$ cat src/rtl/pipe_hazard_unit.sv
// -----------------------------------------------------------------------------
// pipe_hazard_unit
//
// Hazard detection and forwarding control for the 5-stage pipeline.
// The destination register of every instruction in EX..WB is tracked in a
// small shift pipeline of DEPTH entries (stage 1 = EX, youngest). For each
// source operand of the instruction in ID the youngest matching producer is
// found:
//   - a non-load producer, or a load that has reached LOAD_READY_STAGE, is
//     forwarded (fwd_sel = stage index);
//   - a load that is not yet forwardable stalls ID and inserts a bubble.
// A taken branch (flush) kills the ID instruction and the FLUSH_DEPTH
// youngest tracked entries. Stalled cycles are counted in a saturating
// performance counter.
//
// Ports
//   clk          in   rising-edge clock
//   rst          in   asynchronous active-high reset
//   id_valid     in   ID holds a valid instruction
//   id_wen       in   ID instruction writes a register
//   id_waddr     in   ID destination register
//   id_is_load   in   ID instruction is a load
//   id_src_addr  in   source registers, operand i at [i*REGADDR_WIDTH +: REGADDR_WIDTH]
//   id_src_used  in   operand i is actually read
//   flush        in   branch taken, squash wrong-path instructions
//   stall        out  hold PC and IF/ID, bubble into EX (combinational)
//   fwd_sel      out  per operand: 0 = register file, k = stage k result (combinational)
//   stall_count  out  saturating count of stalled cycles (registered)
// -----------------------------------------------------------------------------
module pipe_hazard_unit #(
    parameter int REGADDR_WIDTH    = 5,
    parameter int NUM_SRC          = 2,
    parameter int DEPTH            = 3,
    parameter int LOAD_READY_STAGE = 2,
    parameter int FLUSH_DEPTH      = 1,
    parameter int CNT_WIDTH        = 16,
    parameter int SEL_W            = $clog2(DEPTH + 1)
) (
    input  logic                             clk,
    input  logic                             rst,
    input  logic                             id_valid,
    input  logic                             id_wen,
    input  logic [REGADDR_WIDTH-1:0]         id_waddr,
    input  logic                             id_is_load,
    input  logic [NUM_SRC*REGADDR_WIDTH-1:0] id_src_addr,
    input  logic [NUM_SRC-1:0]               id_src_used,
    input  logic                             flush,
    output logic                             stall,
    output logic [NUM_SRC*SEL_W-1:0]         fwd_sel,
    output logic [CNT_WIDTH-1:0]             stall_count
);

    // Tracked entries, index k-1 holds stage k.
    logic [DEPTH-1:0]         valid_r;
    logic [DEPTH-1:0]         wen_r;
    logic [DEPTH-1:0]         load_r;
    logic [REGADDR_WIDTH-1:0] waddr_r [DEPTH];
    logic [CNT_WIDTH-1:0]     stall_count_r;

    logic                     hazard_s;
    logic                     stall_s;
    logic [NUM_SRC*SEL_W-1:0] fwd_sel_s;

    // Youngest-producer search per operand; derives forwarding selects and
    // the raw load-use hazard.
    always_comb begin
        logic [REGADDR_WIDTH-1:0] src_v;
        logic                     found_v;
        logic                     hit_load_v;
        int                       hit_k_v;

        fwd_sel_s = '0;
        hazard_s  = 1'b0;
        for (int i = 0; i < NUM_SRC; i++) begin
            src_v      = id_src_addr[i*REGADDR_WIDTH +: REGADDR_WIDTH];
            found_v    = 1'b0;
            hit_load_v = 1'b0;
            hit_k_v    = 0;
            // Scan oldest to youngest so the youngest match is the last one kept.
            for (int k = DEPTH; k >= 1; k--) begin
                if (id_valid && id_src_used[i] && (src_v != '0) &&
                    valid_r[k-1] && wen_r[k-1] && (waddr_r[k-1] == src_v)) begin
                    found_v    = 1'b1;
                    hit_load_v = load_r[k-1];
                    hit_k_v    = k;
                end else begin
                    found_v    = found_v;
                end
            end
            if (found_v && hit_load_v && (hit_k_v < LOAD_READY_STAGE)) begin
                // Load data not available yet: read nothing, ID must wait.
                hazard_s = 1'b1;
                fwd_sel_s[i*SEL_W +: SEL_W] = '0;
            end else if (found_v) begin
                fwd_sel_s[i*SEL_W +: SEL_W] = SEL_W'(hit_k_v);
            end else begin
                fwd_sel_s[i*SEL_W +: SEL_W] = '0;
            end
        end
        // A taken branch discards the ID instruction, so it never stalls.
        stall_s = hazard_s && !flush;
    end

    // Tracking pipeline advance and saturating stall counter.
    always_ff @(posedge clk or posedge rst) begin
        if (rst) begin
            valid_r       <= '0;
            wen_r         <= '0;
            load_r        <= '0;
            stall_count_r <= '0;
            for (int k = 0; k < DEPTH; k++) begin
                waddr_r[k] <= '0;
            end
        end else begin
            // Stage 1 captures ID only when it really issues; r0 is never a producer.
            valid_r[0] <= id_valid && !stall_s && !flush;
            wen_r[0]   <= id_wen && (id_waddr != '0);
            waddr_r[0] <= id_waddr;
            load_r[0]  <= id_is_load;
            for (int k = 1; k < DEPTH; k++) begin
                // Entries entering stages 2..FLUSH_DEPTH+1 are wrong-path on flush.
                valid_r[k] <= valid_r[k-1] && !(flush && (k <= FLUSH_DEPTH));
                wen_r[k]   <= wen_r[k-1];
                waddr_r[k] <= waddr_r[k-1];
                load_r[k]  <= load_r[k-1];
            end
            if (stall_s && (stall_count_r != {CNT_WIDTH{1'b1}})) begin
                stall_count_r <= stall_count_r + CNT_WIDTH'(1);
            end else begin
                stall_count_r <= stall_count_r;
            end
        end
    end

    assign stall       = stall_s;
    assign fwd_sel     = fwd_sel_s;
    assign stall_count = stall_count_r;

endmodule

$ cat config.mk
export PLATFORM = sky130hd
export DESIGN_NAME = pipe_hazard_unit
export DESIGN_NICKNAME = d
export VERILOG_FILES = /design/src/rtl/pipe_hazard_unit.sv
export SDC_FILE = /design/constraint.sdc
export NUM_CORES = 1
export LEC_CHECK = 0
export ABC_AREA = 1
export BUFFER_PORTS_ARGS = -buffer_cell sky130_fd_sc_hd__buf_2
export CELL_PAD_IN_SITES_DETAIL_PLACEMENT = 0
export CELL_PAD_IN_SITES_GLOBAL_PLACEMENT = 2
export CORE_ASPECT_RATIO = 0.7
export CORE_UTILIZATION = 31
export CTS_CLUSTER_DIAMETER = 50
export DETAILED_ROUTE_END_ITERATION = 10
export PLACE_DENSITY_LB_ADDON = 0.1
export SYNTH_ARGS = -nofsm -noshare
export SYNTH_HDL_FRONTEND = slang
export SYNTH_SLANG_ARGS = --single-unit
$ cat constraint.sdc
create_clock -name clk -period 2 [get_ports clk]
set_input_delay 0.4 -clock clk [delete_from_list [all_inputs] [get_ports clk]]
set_output_delay 0.4 -clock clk [all_outputs]
set_load 0.1 [all_outputs]
# Yosys cells after proc, flatten, opt, wreduce, memory -nomap -nowiden
# Index checks and enable logic that the tools add are counted.
# classes
muxes,24
n_reduce_logical,37
n_eq_ne,7
n_lt_le_gt_ge,2
addsub,1
# ops
operator,n
32-bit two-way mux,3
32-bit by 3-bit less-than comparator with 1-bit output (second input constant),2
1-bit logical AND,32
5-bit equality test,6
16-bit by 1-bit adder with 16-bit output (second input constant),1
16-bit != test (second input constant),1
5-bit nonzero test,3
1-bit two-way mux,14
2-bit two-way mux,7
1-bit logical NOT,2
# word_totals
regBits,40
out_inout_bits,21
elab_cells,78
in_bits,23

# Logic depth before layout (Yosys ltp)
# depth
word_depth,16
mapped_depth,11
ltp_nobuf,10

# Worst setup path after synthesis
# OpenSTA, ideal clock, no wires.
# synth_path
path_kind,in2out
startpoint,in id_src_addr[3]
endpoint,out fwd_sel[0]
n_path_buf,0
t_arrival_ns,3.103
setup_slack_ns,-1.503
path_stages,6
path_cell_list,xor2_1 -> nor2_1 -> nand2_1 -> nor3_1 -> nand3_1 -> a21boi_0
# synth_between
elab_chain_cells,11
# synth_lines
item,line_no,rtl
from (decl),45,"input logic [NUM_SRC*REGADDR_WIDTH-1:0] id_src_addr,"
5-bit nonzero test,81,if (id_valid && id_src_used[i] && (src_v != '0) &&
1-bit logical AND (2 in a row),81,
1-bit logical AND (2 in a row),82,valid_r[k-1] && wen_r[k-1] && (waddr_r[k-1] == src_v)) begin
2-bit two-way mux / 1-bit two-way mux (equally long branches) (2 in a row),81,
32-bit two-way mux / 1-bit two-way mux (equally long branches),81,
32-bit by 3-bit less-than comparator with 1-bit output / 1-bit logical AND (equally long branches),90,if (found_v && hit_load_v && (hit_k_v < LOAD_READY_STAGE)) begin
1-bit logical AND,90,
2-bit two-way mux *,90,
to (decl),49,"output logic [NUM_SRC*SEL_W-1:0] fwd_sel,"
# Mark *: on every way between the ends. The rest lies on a longest branch, timed or not.

# Worst setup path in the final report
# layout_path
startpoint,reg waddr_r[2] (netlist name)
endpoint,out fwd_sel[2]
# layout_between
elab_chain_cells,8
# layout_lines
item,line_no,rtl
from (decl),57,logic [REGADDR_WIDTH-1:0] waddr_r [DEPTH];
"from (signal, indexed assignment)",124,waddr_r[k] <= waddr_r[k-1];
5-bit equality test *,82,
1-bit logical AND *,82,
2-bit two-way mux / 1-bit two-way mux (equally long branches),81,
32-bit two-way mux / 1-bit two-way mux (equally long branches) (2 in a row),81,
32-bit by 3-bit less-than comparator with 1-bit output / 1-bit logical AND (equally long branches),90,
1-bit logical AND,90,
2-bit two-way mux *,90,
# Marks and branches as above.

==> impl_results.md <==
* Maximum fanout count along the critical path at 2
* DRC Markers at 0
* Number of antenna violations at the first check in global routing at 0
* Maximum number of pins on one net before global-route repair at 39
* Maximum VDD drop at approximately 0.31 mV
* Via-to-Cell Ratio at between 4 and 5
* Result of the run: finished, violations left
* Number of synthesized register bits at 38
* Number of top-level pins at 44
* Area share of the largest cell type after synthesis at 0.437
* Part of the Yosys area used for sequential elements at 0.437
* Post-synthesis instance area at 2170 sq um
* Area delta synth->final at 28.5%
* Starting utilization of the core area at 0.322
* Fraction of registers with async set or reset after synthesis at 1.00
* Per-cell routed wire length at 13.5 um
* Largest cells by area after synthesis: sky130_fd_sc_hd__dfrtp_1 44%, sky130_fd_sc_hd__nand2_1 13%, sky130_fd_sc_hd__xor2_1 8.1%, sky130_fd_sc_hd__nand4_1 6.0%, sky130_fd_sc_hd__nand3_1 5.1%
* Critical Path RT at between 1500 and 2000 ps
* Most common library cells after synthesis: 78 x sky130_fd_sc_hd__nand2_1, 38 x sky130_fd_sc_hd__dfrtp_1, 28 x sky130_fd_sc_hd__nor2_1, 27 x sky130_fd_sc_hd__inv_1, 22 x sky130_fd_sc_hd__nand3_1
* Highest Clock Rate at about 0.47 GHz
* Crit. End Element: primary output
* Ys Warns at 0
* Setup repair after global routing missed its margin: true
* First-pass GRT wire length at around 9400 um
* Crit. Startpoint: waddr_r[2]$_DFF_PP0_
* Arrival time of the worst setup path at 1730 ps
* Number of maximum-capacitance constraint violations at 0
* Most frequent cell after synthesis: sky130_fd_sc_hd__nand2_1
* Die Width at between 100 and 150 um
* Area leader, netlist: sky130_fd_sc_hd__dfrtp_1
* Violated checks: setup timing
* Total negative setup slack at -498 ps
* Number of setup buffers added after CTS at 0
* Mean cell area of the mapped netlist at around 7.8 sq um
* Count of cell types in the netlist at 26
* Final antenna diode count at 0
* Cells after Synth at ~280
* Most used DFF post-synth: sky130_fd_sc_hd__dfrtp_1
* Critical Path Start Type: register
* Worst-case clock buffer depth at 2
* Clk root buf: sky130_fd_sc_hd__clkbuf_8
* Post-route minimum period at 2130 ps
* R2R Path Start: valid_r[0]$_DFF_PP0_
* Worst slew margin relative to its limit at 0.672
* Height of the die at between 70 and 80 um
* Leakage Power at 0.00140 uW
* TritonCTS buffer count at 5
* Setup ws final at -132 ps
* PwrDens at between 500 and 600 nW/um^2
* Final Wtd Congestion at 0.785
* Class of the most critical setup path: register to primary output
* Synth Net Count at ~300
* Worst setup skew after layout at approximately 6.9 ps
* EDFF count, synth at 0
* Total number of H-tree levels at 2
* Drt pass-1 iters at 4
* CTS tree: done
* Vias in the first global route at 1727
* Clock Latency Late Sink at between 200 and 300 ps
* Clock transition at path regs at 80 ps
* All-Layer GR Usage at 0.171
* Total number of vias at approximately 1.9k
* Hold/Removal Path Class: input pin to async pin
* Count of endpoints failing hold in the final timing report at 0
* DRT iter0 DRCs at 85
* Share of final-layout standard cells stronger than drive strength 1 at 0.290
* DPL Wire Length at ~4400 um
* CTS Hold Buffers Added at 0
* Global-route congestion overflow total at 0
* Number of port buffers at 43
* Clock Sink Count at 38
* Final #Nets at 354
* Placement row count at 25
* Transition time at the pin with the least slew margin at roughly 500 ps
* Number of pins exceeding their max-slew limit in the final report at 0
* Number of nets with antenna violations after detailed routing at 0
* Final worst-path cycle share at 1.07
* Final-report setup violation count at 5
* Floorplan core area at between 6000 and 7000 sq um
* Final hold slack at 212 ps
* Post-Route WL at roughly 5700 um
* Floorplan die area at between 7000 and 8000 sq um
-- critical path, cell delays in order (launching register included) --
cell                       delay (ps)
sky130_fd_sc_hd__dfrtp_1          400
sky130_fd_sc_hd__xor2_1           170
sky130_fd_sc_hd__nor2_1           110
sky130_fd_sc_hd__nand2_1          110
sky130_fd_sc_hd__nor2_2           180
sky130_fd_sc_hd__nand3_2          120
sky130_fd_sc_hd__a21boi_4         190
sky130_fd_sc_hd__buf_12           190
-- power by group --
| group | internal [uW] | switching (uW) | leakage [uW] |
|---|---|---|---|
| Sequential | 791 | 25.5 | 0.000472 |
| Combinational | 56.9 | 110 | 0.000870 |
| Clock | 367 | 276 | 0.0000579 |
| Total | 1220 | 412 | 0.00140 |
-- kinds of logic after synthesis --
logic type	after synthesis	synth area share
AO/OA/AOI/OAI	11	0.0299
XOR/XNOR	25	0.101
adder cells (fa/ha/maj)	1	0.00575
flip-flops	38	0.437
AND/OR/NAND/NOR	162	0.344
buffers and inverters	42	0.0829
-- stage by stage --
step / instance area (sq um) / total power (uW) / worst slack [ps] / std cells / util
after floorplan: 2230 / 920 / 3.44 / 279 / -
after global placement: 2650 / 997 / 8.44 / 417 / 0.391
after detailed placement: 2650 / 995 / -18.2 / 417 / 0.391
after CTS: 2780 / 1660 / -125 / 425 / 0.411
after global routing: 2790 / 1710 / -250 / 425 / 0.414
final: 2790 / 1630 / -132 / 425 / 0.414
-- final cells by class --
cell class / count / area [sq um]
Clock buffer: 5 / 68.8
Clock inverter: 3 / 40.0
Fill cell: 723 / 3960
Inverter: 37 / 143
Multi-Input combinational cell: 199 / 1130
Sequential cell: 38 / 961
Tap cell: 94 / 118
Timing Repair Buffer: 49 / 335
-- flip-flops by register name, summed over array words and instances, names as in the netlist --
name,flops
valid_r,3
load_r,1
stall_count,16
wen_r,3
waddr_r,15
-- layer usage --
metal / GRT usage / wire, um / up-vias
met5: 0 / 0 / -
met2: 0.210 / 2120 / 39
met1: 0.293 / 3390 / 837
met3: 0.0347 / 217 / 2
met4: 0.0333 / 27 / 0
li1: - / - / 991
-- worst paths after layout --
kind,end,slack [ps],cells past startpoint
setup reg to reg,stall_count[12]$_DFFE_PP0P_,180,10
min in group clk,load_r[0]$_DFF_PP0_,230,1
hold reg to reg,valid_r[2]$_DFF_PP0_,390,0
setup / recovery,fwd_sel[2],-130,7
hold / removal,valid_r[2]$_DFF_PP0_,210,3
max in group asynchronous,stall_count[6]$_DFFE_PP0P_,1410,3
-- cells in the final DEF (no fill, tap or decap), drive strengths merged --
master    Yosys  final
dfrtp        38     38
nand2        79     79
or4           1      1
xnor2         5      5
clkinv        2      4
bufinv        0      1
a21oi         4      4
nor2         31     31
clkbuf        0      5
nand3        23     23
or2           1      1
xor2         20     20
nand4        23     23
clkinvlp      0      1
inv          35     34
buf           5     49
nor4          1      1
ha            1      1
o21ai         3      3
a21boi        4      4
nor3          3      3
-- timing repair --
action | in CTS | in global routing
gates resized for setup | 8 | 4
pin swaps | 7 | 9
endpoints found under the setup margin | 5 | 7
No activity file was read; power rests on OpenSTA's default activity.
